## config.mk

```make
export PLATFORM = sky130hd
export DESIGN_NAME = mem_lsu
export DESIGN_NICKNAME = d
export VERILOG_FILES = /design/src/rtl/mem_pkg.sv /design/src/rtl/mem_load_align.sv /design/src/rtl/mem_lsu.sv
export SDC_FILE = /design/constraint.sdc
export NUM_CORES = 1
export LEC_CHECK = 0
export CORE_MARGIN = 2
export CORE_UTILIZATION = 47
export CTS_BUF_LIST = sky130_fd_sc_hd__clkbuf_4 sky130_fd_sc_hd__clkbuf_8
export CTS_CLUSTER_SIZE = 30
export DETAILED_ROUTE_END_ITERATION = 8
export PLACE_DENSITY = 0.95
export SLEW_MARGIN = 30
export SYNTH_ARGS = -nofsm -noshare
export SYNTH_HDL_FRONTEND = slang
export SYNTH_SLANG_ARGS = --single-unit
export TNS_END_PERCENT = 20
```

## constraint.sdc

```tcl
create_clock -name clk -period 4 [get_ports clk]
set_clock_uncertainty 0.05 [all_clocks]
set_input_delay 0.6 -clock clk [delete_from_list [all_inputs] [get_ports clk]]
set_output_delay 0.6 -clock clk [all_outputs]
set_load 0.01 [all_outputs]
```

## src/rtl/mem_pkg.sv

```systemverilog
`default_nettype none
// ============================================================================
//  Module      : mem_pkg
//  Description : Shared constants and types for the memory-stage load/store
//                unit: opcodes, load-size encodings, FSM states, M register.
//  Revision    : 1.0 - initial release
// ============================================================================
package mem_pkg;

  // Major opcodes that reach the data bus
  localparam logic [6:0] c_opc_load  = 7'b0000011;
  localparam logic [6:0] c_opc_store = 7'b0100011;

  // Access size encodings (10 is reserved and treated as a word)
  localparam logic [1:0] c_ldsz_byte = 2'b00;
  localparam logic [1:0] c_ldsz_half = 2'b01;
  localparam logic [1:0] c_ldsz_rsvd = 2'b10;
  localparam logic [1:0] c_ldsz_word = 2'b11;

  // Bus transaction sequencing
  typedef enum logic [1:0] {
    ST_IDLE = 2'd0,
    ST_REQ  = 2'd1,
    ST_WAIT = 2'd2,
    ST_DONE = 2'd3
  } lsu_state_t;

  // Memory-stage pipeline register; all-zero is a bubble
  typedef struct packed {
    logic        is_load;
    logic        is_store;
    logic [4:0]  rd;
    logic [29:0] addr;        // word address, byte offset lives in shift
    logic [31:0] wdata;
    logic [1:0]  ldsz;
    logic [1:0]  shift;
    logic        is_unsigned;
  } m_reg_t;

endpackage
`default_nettype wire

```

## src/rtl/mem_load_align.sv

```systemverilog
`default_nettype none
// ============================================================================
//  Module      : mem_load_align
//  Description : Combinational extraction and sign/zero extension of load
//                data returned on the data bus.
//  Revision    : 1.0 - initial release
// ============================================================================
module mem_load_align
  import mem_pkg::*;
(
  input  logic [31:0] rdata,
  input  logic [1:0]  ldsz,
  input  logic [1:0]  shift,
  input  logic        load_unsigned,
  output logic [31:0] data
);

  logic [7:0]  w_byte;
  logic [15:0] w_half;

  // Select the addressed lane, then extend it to 32 bits
  always_comb begin
    w_byte = 8'h00;
    w_half = 16'h0000;
    data   = rdata;
    case (shift)
      2'd0:    w_byte = rdata[7:0];
      2'd1:    w_byte = rdata[15:8];
      2'd2:    w_byte = rdata[23:16];
      default: w_byte = rdata[31:24];
    endcase
    w_half = shift[1] ? rdata[31:16] : rdata[15:0];
    case (ldsz)
      c_ldsz_byte: data = {{24{~load_unsigned & w_byte[7]}}, w_byte};
      c_ldsz_half: data = {{16{~load_unsigned & w_half[15]}}, w_half};
      default:     data = rdata;   // word and reserved encoding
    endcase
  end

endmodule
`default_nettype wire

```

## src/rtl/mem_lsu.sv

```systemverilog
`default_nettype none
// ============================================================================
//  Module      : mem_lsu
//  Description : Memory pipeline stage. Captures the EX stage outputs,
//                runs load/store transactions on a req/gnt + rvalid data bus
//                and stalls EX while a transaction is outstanding.
//  Revision    : 1.0 - initial release
// ============================================================================
module mem_lsu
  import mem_pkg::*;
(
  input  logic        clk,
  input  logic        reset_n,
  // From EX
  input  logic        ex_valid,
  input  logic [6:0]  ex_opcode,
  input  logic [4:0]  ex_rd,
  input  logic [31:0] ex_res,
  input  logic [31:0] ex_wdata,
  input  logic [1:0]  ex_ldsz,
  input  logic [1:0]  ex_ldshift,
  input  logic        ex_unsigned,
  input  logic        ex_trap,
  // To EX / forwarding / writeback
  output logic        stall,
  output logic [4:0]  rd_mem,
  output logic [31:0] res_mem,
  // Data bus
  output logic        dbus_req,
  output logic        dbus_we,
  output logic [31:0] dbus_addr,
  output logic [31:0] dbus_wdata,
  output logic [3:0]  dbus_be,
  input  logic        dbus_gnt,
  input  logic        dbus_rvalid,
  input  logic [31:0] dbus_rdata
);

  lsu_state_t  r_state;
  lsu_state_t  w_state_next;
  m_reg_t      r_m;
  m_reg_t      w_m_capture;
  logic [31:0] r_result;
  logic [31:0] w_load_data;
  logic        w_capture;
  logic        w_live;

  // The M register only advances when no transaction holds the stage
  assign w_capture = ~stall;
  // Trapped or invalid instructions are reduced to bubbles
  assign w_live    = ex_valid & ~ex_trap;

  // Build the value the M register takes on a capture
  always_comb begin
    w_m_capture = '0;
    if (w_live) begin
      w_m_capture.is_load     = (ex_opcode == c_opc_load);
      w_m_capture.is_store    = (ex_opcode == c_opc_store);
      w_m_capture.rd          = ex_rd;
      w_m_capture.addr        = ex_res[31:2];
      w_m_capture.wdata       = ex_wdata;
      w_m_capture.ldsz        = ex_ldsz;
      w_m_capture.shift       = ex_ldshift;
      w_m_capture.is_unsigned = ex_unsigned;
    end
  end

  // M register: holds the instruction for the life of its transaction
  always_ff @(posedge clk) begin
    if (!reset_n) begin
      r_m <= '0;
    end else if (w_capture) begin
      r_m <= w_m_capture;
    end
  end

  // Stage result: ALU value on capture, replaced by load data on rvalid
  always_ff @(posedge clk) begin
    if (!reset_n) begin
      r_result <= 32'h0;
    end else if (w_capture) begin
      r_result <= w_live ? ex_res : 32'h0;
    end else if (r_state == ST_WAIT && dbus_rvalid) begin
      r_result <= w_load_data;
    end
  end

  // State register
  always_ff @(posedge clk) begin
    if (!reset_n) begin
      r_state <= ST_IDLE;
    end else begin
      r_state <= w_state_next;
    end
  end

  // Next state plus the state-decoded handshake and writeback outputs
  always_comb begin
    w_state_next = r_state;
    stall        = 1'b0;
    dbus_req     = 1'b0;
    rd_mem       = 5'd0;
    case (r_state)
      ST_IDLE: begin
        rd_mem       = r_m.rd;
        w_state_next = (w_m_capture.is_load | w_m_capture.is_store) ? ST_REQ : ST_IDLE;
      end
      ST_REQ: begin
        stall    = 1'b1;
        dbus_req = 1'b1;
        if (dbus_gnt) begin
          w_state_next = r_m.is_store ? ST_DONE : ST_WAIT;
        end
      end
      ST_WAIT: begin
        stall = 1'b1;
        if (dbus_rvalid) begin
          w_state_next = ST_DONE;
        end
      end
      default: begin
        // DONE: result visible for one cycle; next op may start straight away
        rd_mem       = r_m.is_load ? r_m.rd : 5'd0;
        w_state_next = (w_m_capture.is_load | w_m_capture.is_store) ? ST_REQ : ST_IDLE;
      end
    endcase
  end

  // Store lane replication and byte enables derived from size and offset
  always_comb begin
    dbus_wdata = r_m.wdata;
    dbus_be    = 4'h0;
    case (r_m.ldsz)
      c_ldsz_byte: begin
        dbus_wdata = {4{r_m.wdata[7:0]}};
        dbus_be    = 4'b0001 << r_m.shift;
      end
      c_ldsz_half: begin
        dbus_wdata = {2{r_m.wdata[15:0]}};
        dbus_be    = 4'b0011 << {r_m.shift[1], 1'b0};
      end
      default: begin
        dbus_wdata = r_m.wdata;
        dbus_be    = 4'hF;
      end
    endcase
    if (!r_m.is_store) begin
      dbus_be = 4'h0;
    end
  end

  assign dbus_addr = {r_m.addr, 2'b00};
  assign dbus_we   = r_m.is_store;
  assign res_mem   = r_result;

  mem_load_align u_load_align (
    .rdata         (dbus_rdata),
    .ldsz          (r_m.ldsz),
    .shift         (r_m.shift),
    .load_unsigned (r_m.is_unsigned),
    .data          (w_load_data)
  );

endmodule
`default_nettype wire

```

## Yosys cells after proc, flatten, opt, wreduce, memory -nomap -nowiden

Cells that the tools add are included.

- Eq/ne operators: 10
- Shifts and indexed selects: 2
- Mux-type cells: 19
- Bitwise operators: 6
- Reduce and logical (&&, ||, !) cells: 6

Operators by type and width:

| kind | number |
|---|---|
| $pmux W32 S2 | 2 |
| $mux W32 | 3 |
| $mux W74 | 1 |
| $pmux W8 S3 | 1 |
| $mux W16 | 1 |
| $pmux W5 S2 | 1 |
| $pmux W4 S2 | 1 |
| $eq A7 B2 Y1 const B | 1 |
| $eq A7 B6 Y1 const B | 1 |
| $eq A2 B1 Y1 const B | 3 |
| $logic_not A2 Y1 | 3 |
| $mux W5 | 1 |
| $eq A2 B2 Y1 const B | 2 |
| $mux W1 | 4 |
| $mux W2 | 2 |
| $mux W4 | 1 |
| $ne A2 B2 Y1 const B | 2 |
| $pmux W2 S2 | 1 |
| $shl A1 B2 Y4 const A | 1 |
| $shl A2 B2 Y4 const A | 1 |
| $and A1 B1 Y1 | 3 |
| $ne A2 B1 Y1 const B | 1 |
| $not A1 Y1 | 2 |
| $reduce_and A2 Y1 | 1 |
| 3 further kinds | 3 |

- Register bits: 108
- Bits of input ports: 119
- Output and inout bits: 108
- Word-level logic and storage cells: 53

## Longest topological paths before layout

- Depth in word-level cells: 6
- Gate-level depth with buffers: 7
- Gate-level depth less buffers: 6

## Hierarchy

Synthesis repeated with hierarchy kept, for this count alone.

- Cell total of the unflattened synthesis: 666
- Area total of the unflattened synthesis: 5,602.9 um^2

By module, submodules not included:

| module | times used | cells an instance | area an instance (um^2) | seq. area each (um^2) |
|---|---|---|---|---|
| mem_lsu | 1 | 551 | 4,757.1 | 2,162.1 |
| mem_load_align | 1 | 115 | 845.8 | 0.0 |

## Least setup slack after synthesis

No wires, ideal clock.

- Path kind: flip-flop to output port
- Start: register r_m[4] (netlist bit)
- End: output dbus_wdata[24]
- Arrival: 1.311 ns
- Required time: 3.350 ns
- Slack: 2.039 ns
- Stages on the path, launching flop included: 6
- Buffers on the path: 3
- Cell sequence: dfxtp_1 > buf_2 > buf_1 > clkbuf_1 > nand2_1 > o21ai_0

- Longest elaborated chain between the ends: 2
- Elaborated cells on any way between the ends: 3
- Classes of those cells: eq/ne (1); mux (1); reduce/logical (1)

Ends and longest elaborated chain:

| what | line | text |
|---|---|---|
| from (decl) | mem_lsu.sv:41 | `m_reg_t r_m;` |
| from (signal assigned) | mem_lsu.sv:73 | `r_m <= w_m_capture;` |
| $eq A2 B1 Y1 or $logic_not A2 Y1 (tied branches) | mem_lsu.sv:133 | `case (r_m.ldsz)` |
| $pmux W32 S2 * | mem_lsu.sv:133 |  |
| to (decl) | mem_lsu.sv:32 | `output logic [31:0] dbus_wdata,` |

Mark *: on every way between the ends. The rest lies on a longest branch, timed or not.

## Worst setup path after layout

- Start: register r_m[3] (netlist bit)
- End: output dbus_wdata[9]

The elaborated chain is that of the path after synthesis.

==> reports/summary.log <==
qor: outcome.run_status finished, final reports clean
qor: sta.report.final.hold_viol_count 0
qor: synthesis.synth_enable_flop_cells 0
qor: cells_and_area.multiInputGateArea 2470 um2
qor: cells_and_area.final_layout_size_suffix_gt1_share 6.18%
qor: grt.grt_first_pass_wirelength 26600 um
qor: drt.detail_route.first_pass.iterations 5
qor: critical_path.worstPathCellList buf_4, nor2_1, mux2_2, clkdlybuf4s50_1
qor: sta.slew_violations 0
qor: critical_path.peak_fanout_along_the_critical_path 18
qor: min_path.min-delay-path-class flip-flop to flip-flop
qor: drt.routedWlPerCell 19.6 um
qor: critical_path.start_kind flip-flop
qor: floorplan.die-area 11800 um2
qor: synthesis.synth_area_leaders dfxtp_1, a22oi_1, nor2_1
qor: synthesis.ys_warn_count 0
qor: power.power_leakage 2.67 nW
qor: synthesis.synth-seq-area-share 42.1%
qor: critical_path.cp_data_arrival_time 2.56 ns
qor: power.pwr_density_cell 312 nW/um2
qor: min_path.whs_endpoint dbus_addr[2]$_SDFFE_PN0P_
qor: clock_network.worst_setup_hold_path_clk_slew 0.10 ns
qor: cells_and_area.finalInstanceArea 7390 um2
qor: cells_and_area.seq_cell_area 2160 um2
qor: critical_path.top_family_by_delay_on_critical_path buffers and inverters
qor: grt.grt_antenna_before_repair 0
qor: synthesis.synth.avg_cell_area 8.75 um2
qor: clock_network.holdBufCountCts 0
qor: critical_path.worstReg2RegEnd res_mem[28]$_SDFFE_PN0P_
qor: min_path.min-delay-start dbus_addr[2]$_SDFFE_PN0P_
qor: critical_path.reg2reg_depth 5
qor: synthesis.postSynth.asyncResetShare 0%
qor: critical_path.setup.reg_to_reg.worst_slack 1.52 ns
qor: sta.timing_worst_slew_pin_value 0.971 ns
qor: sta.grt_setup_unrepaired no
qor: critical_path.worstPathRequired 3.35 ns
qor: grt.grt.total_usage 28.9%
qor: floorplan.core-area 10700 um2
qor: placed_design.dpl_worst_slack 1.20 ns
qor: min_path.worstHoldPathCells 2
qor: floorplan.die_width 109 um
qor: drt.drt-total-wl 17400 um
qor: cells_and_area.final_cell_utilization_of_the_core 68.8%
qor: power.worst_ir_drop_vdd 0.000182 V
qor: clock_network.clock-sinks 108
qor: grt.first_global_vias 5100
qor: placed_design.place.detailed.hpwl 12400 um
qor: clock_network.cts_max_level 3
qor: clock_network.cts_made_buffers 9
qor: synthesis.post-synth-top-area-fraction 42.1%
qor: sta.fin_crit 3.21 ns
qor: power.finalPower 2.31 mW
qor: synthesis.postSynth.topFlopCell dfxtp_1
qor: cells_and_area.syn_to_final_growth 43.9%
qor: floorplan.initial_utilization 47.8%
qor: critical_path.worst-setup-path-type flip-flop to output pin
qor: sta.max_slew_margin 35.3%
qor: cells_and_area.num-fill-cells 822
qor: floorplan.std_cell_rows 38
qor: synthesis.ys_ff_latch 108
qor: critical_path.r2r_start r_state[1]$_SDFFE_PN0P_
qor: grt.grt_max_degree 102
qor: clock_network.cts_repair_resize_count 0
qor: placed_design.placed_cell_area 7150 um2
qor: sta.finalSetupViolCount 0
qor: cells_and_area.layout.nets 863
qor: drt.route.detailed.vias_per_inst 5.96
qor: critical_path.critical_path.startpoint r_m[3]$_SDFFE_PN0P_
qor: grt.gr-total-overflow 0
qor: cells_and_area.insertedDiodeCount 0
qor: clock_network.insertion_delay_to_the_later_sink_of_the_worst_skew_pair 0.36 ns
qor: floorplan.fp.dieH 109 um
qor: critical_path.crit_path_top_delay_cell nor2_1
qor: floorplan.io_pins 227
qor: sta.fin_crit_share 80.2%
qor: sta.post-route-worst-setup-slack 0.791 ns
qor: sta.final.setup.tns 0 ns
qor: synthesis.synth_area_leader_cell dfxtp_1
qor: clock_network.total_setup_buffers_inserted_after_cts 0
qor: clock_network.ctsLongestPathBuffers 2
qor: critical_path.setup.worst_path.end_class output pin
qor: synthesis.synth_instances 587
qor: critical_path.timing.critical_path.slowest_cell_delay 0.53 ns
qor: flow_run.maxCapViolations 0
qor: drt.vias 5268
qor: placed_design.input_output_buffers 224
qor: placed_design.finalWeightedCongestion 0.869
qor: critical_path.critPathBufInv 2
qor: synthesis.synth_cell_types 43
qor: drt.detail-route-antenna-nets 0
qor: synthesis.synth.cell_area 5140 um2
qor: drt.route.detailed.drc 0
qor: drt.drt_iter0_drc 396
qor: clock_network.tritoncts done
qor: sta.max_freq 312 MHz
qor: clock_network.cts.root.buffer_cell clkbuf_8
cells by family (layout without fill, tap and decap cells):
group | Yosys count | count (layout) | synth area share (%)
other cells | 1 | 2 | 0.0730
buf+inv | 98 | 254 | 10.4
simple gates | 141 | 141 | 12.6
flops | 108 | 108 | 42.1
mux | 40 | 40 | 8.18
compound gates | 195 | 195 | 25.6
fa+ha+maj | 4 | 4 | 0.974
report_power, final:
part           total (mW)  internal, mW  switching (mW)
Sequential           1.13          1.11          0.0241
Combinational       0.370         0.213           0.157
Clock               0.806         0.437           0.369
Total                2.31          1.76           0.549
synthesized netlist by cell type (2+ instances only):
cell and n:
dfxtp_1 108, nor2_1 84, a22oi_1 65, buf_4 41
o21ai_0 39, clkbuf_1 36, a221oi_1 29, a21oi_1 27
mux2i_1 24, and2_1 16, mux2_2 16, nand2_1 13
o22ai_1 12, nor2b_1 8, buf_1 7, a31oi_1 6
buf_2 6, inv_1 6, ha_1 4, o21a_1 4
a211oi_1 3, a21o_1 3, nand3_1 3, nor4_1 3
and3_1 2, nand2b_1 2, nand3b_1 2, nor3b_1 2
or3_1 2
state kept, by name, summed over array words and instances, names as in the netlist:
name and cells:
dbus_addr 30, dbus_we 1, r_m 43, r_state 2, res_mem 32
layout make-up:
class                           instances  area share, %
Multi-Input combinational cell        382           33.4
Timing Repair Buffer                  232           31.3
Sequential cell                       108           29.2
Tap cell                              140           2.37
Clock buffer                           11           1.96
Clock inverter                          4           1.32
Inverter                                7          0.355
routing by layer:
metal	global-route usage, %	vias up	share of wire, %
met4	15.7	0	4.4
met3	7.72	61	11
met5	0	-	0
met1	34.3	2459	37
li1	-	2397	-
met2	47.6	351	48
tightest hold or removal path, delay by kind of cell (launching register included):
| family | cells | cell delay, ns |
|---|---|---|
| AO/OA/AOI/OAI | 1 | 0.07 |
| AND/OR/NAND/NOR | 1 | 0.07 |
| flip-flops | 1 | 0.35 |
metrics by stage:
stage | cells | hold slack [ns]
finish | 884 | 0.460
detailed placement | 869 | 0.442
global route | 884 | 0.487
global placement | 869 | 0.419
CTS | 884 | 0.464
floorplan | 588 | 0.406
worst max-delay path by stage:
stage,to,depth (start not counted)
CTS,dbus_wdata[12],4
detailed placement,dbus_wdata[12],4
global placement,dbus_wdata[8],4
finish,dbus_wdata[9],4
floorplan,dbus_wdata[24],5
global route,dbus_wdata[9],4
cells in the final DEF, fill, tap and decap left out, types with 7 or more instances in the layout:
master	netlist	final
nor2b_1	8	8
buf_4	41	7
a221oi_1	29	29
o21ai_0	39	39
o22ai_1	12	12
and2_1	16	16
dfxtp_1	108	108
nor2_1	84	84
clkbuf_8	0	10
clkdlybuf4s50_1	0	224
a22oi_1	65	65
mux2i_1	24	24
mux2_2	16	16
nand2_1	13	13
a21oi_1	27	27
(Power assumes the default switching activity.)
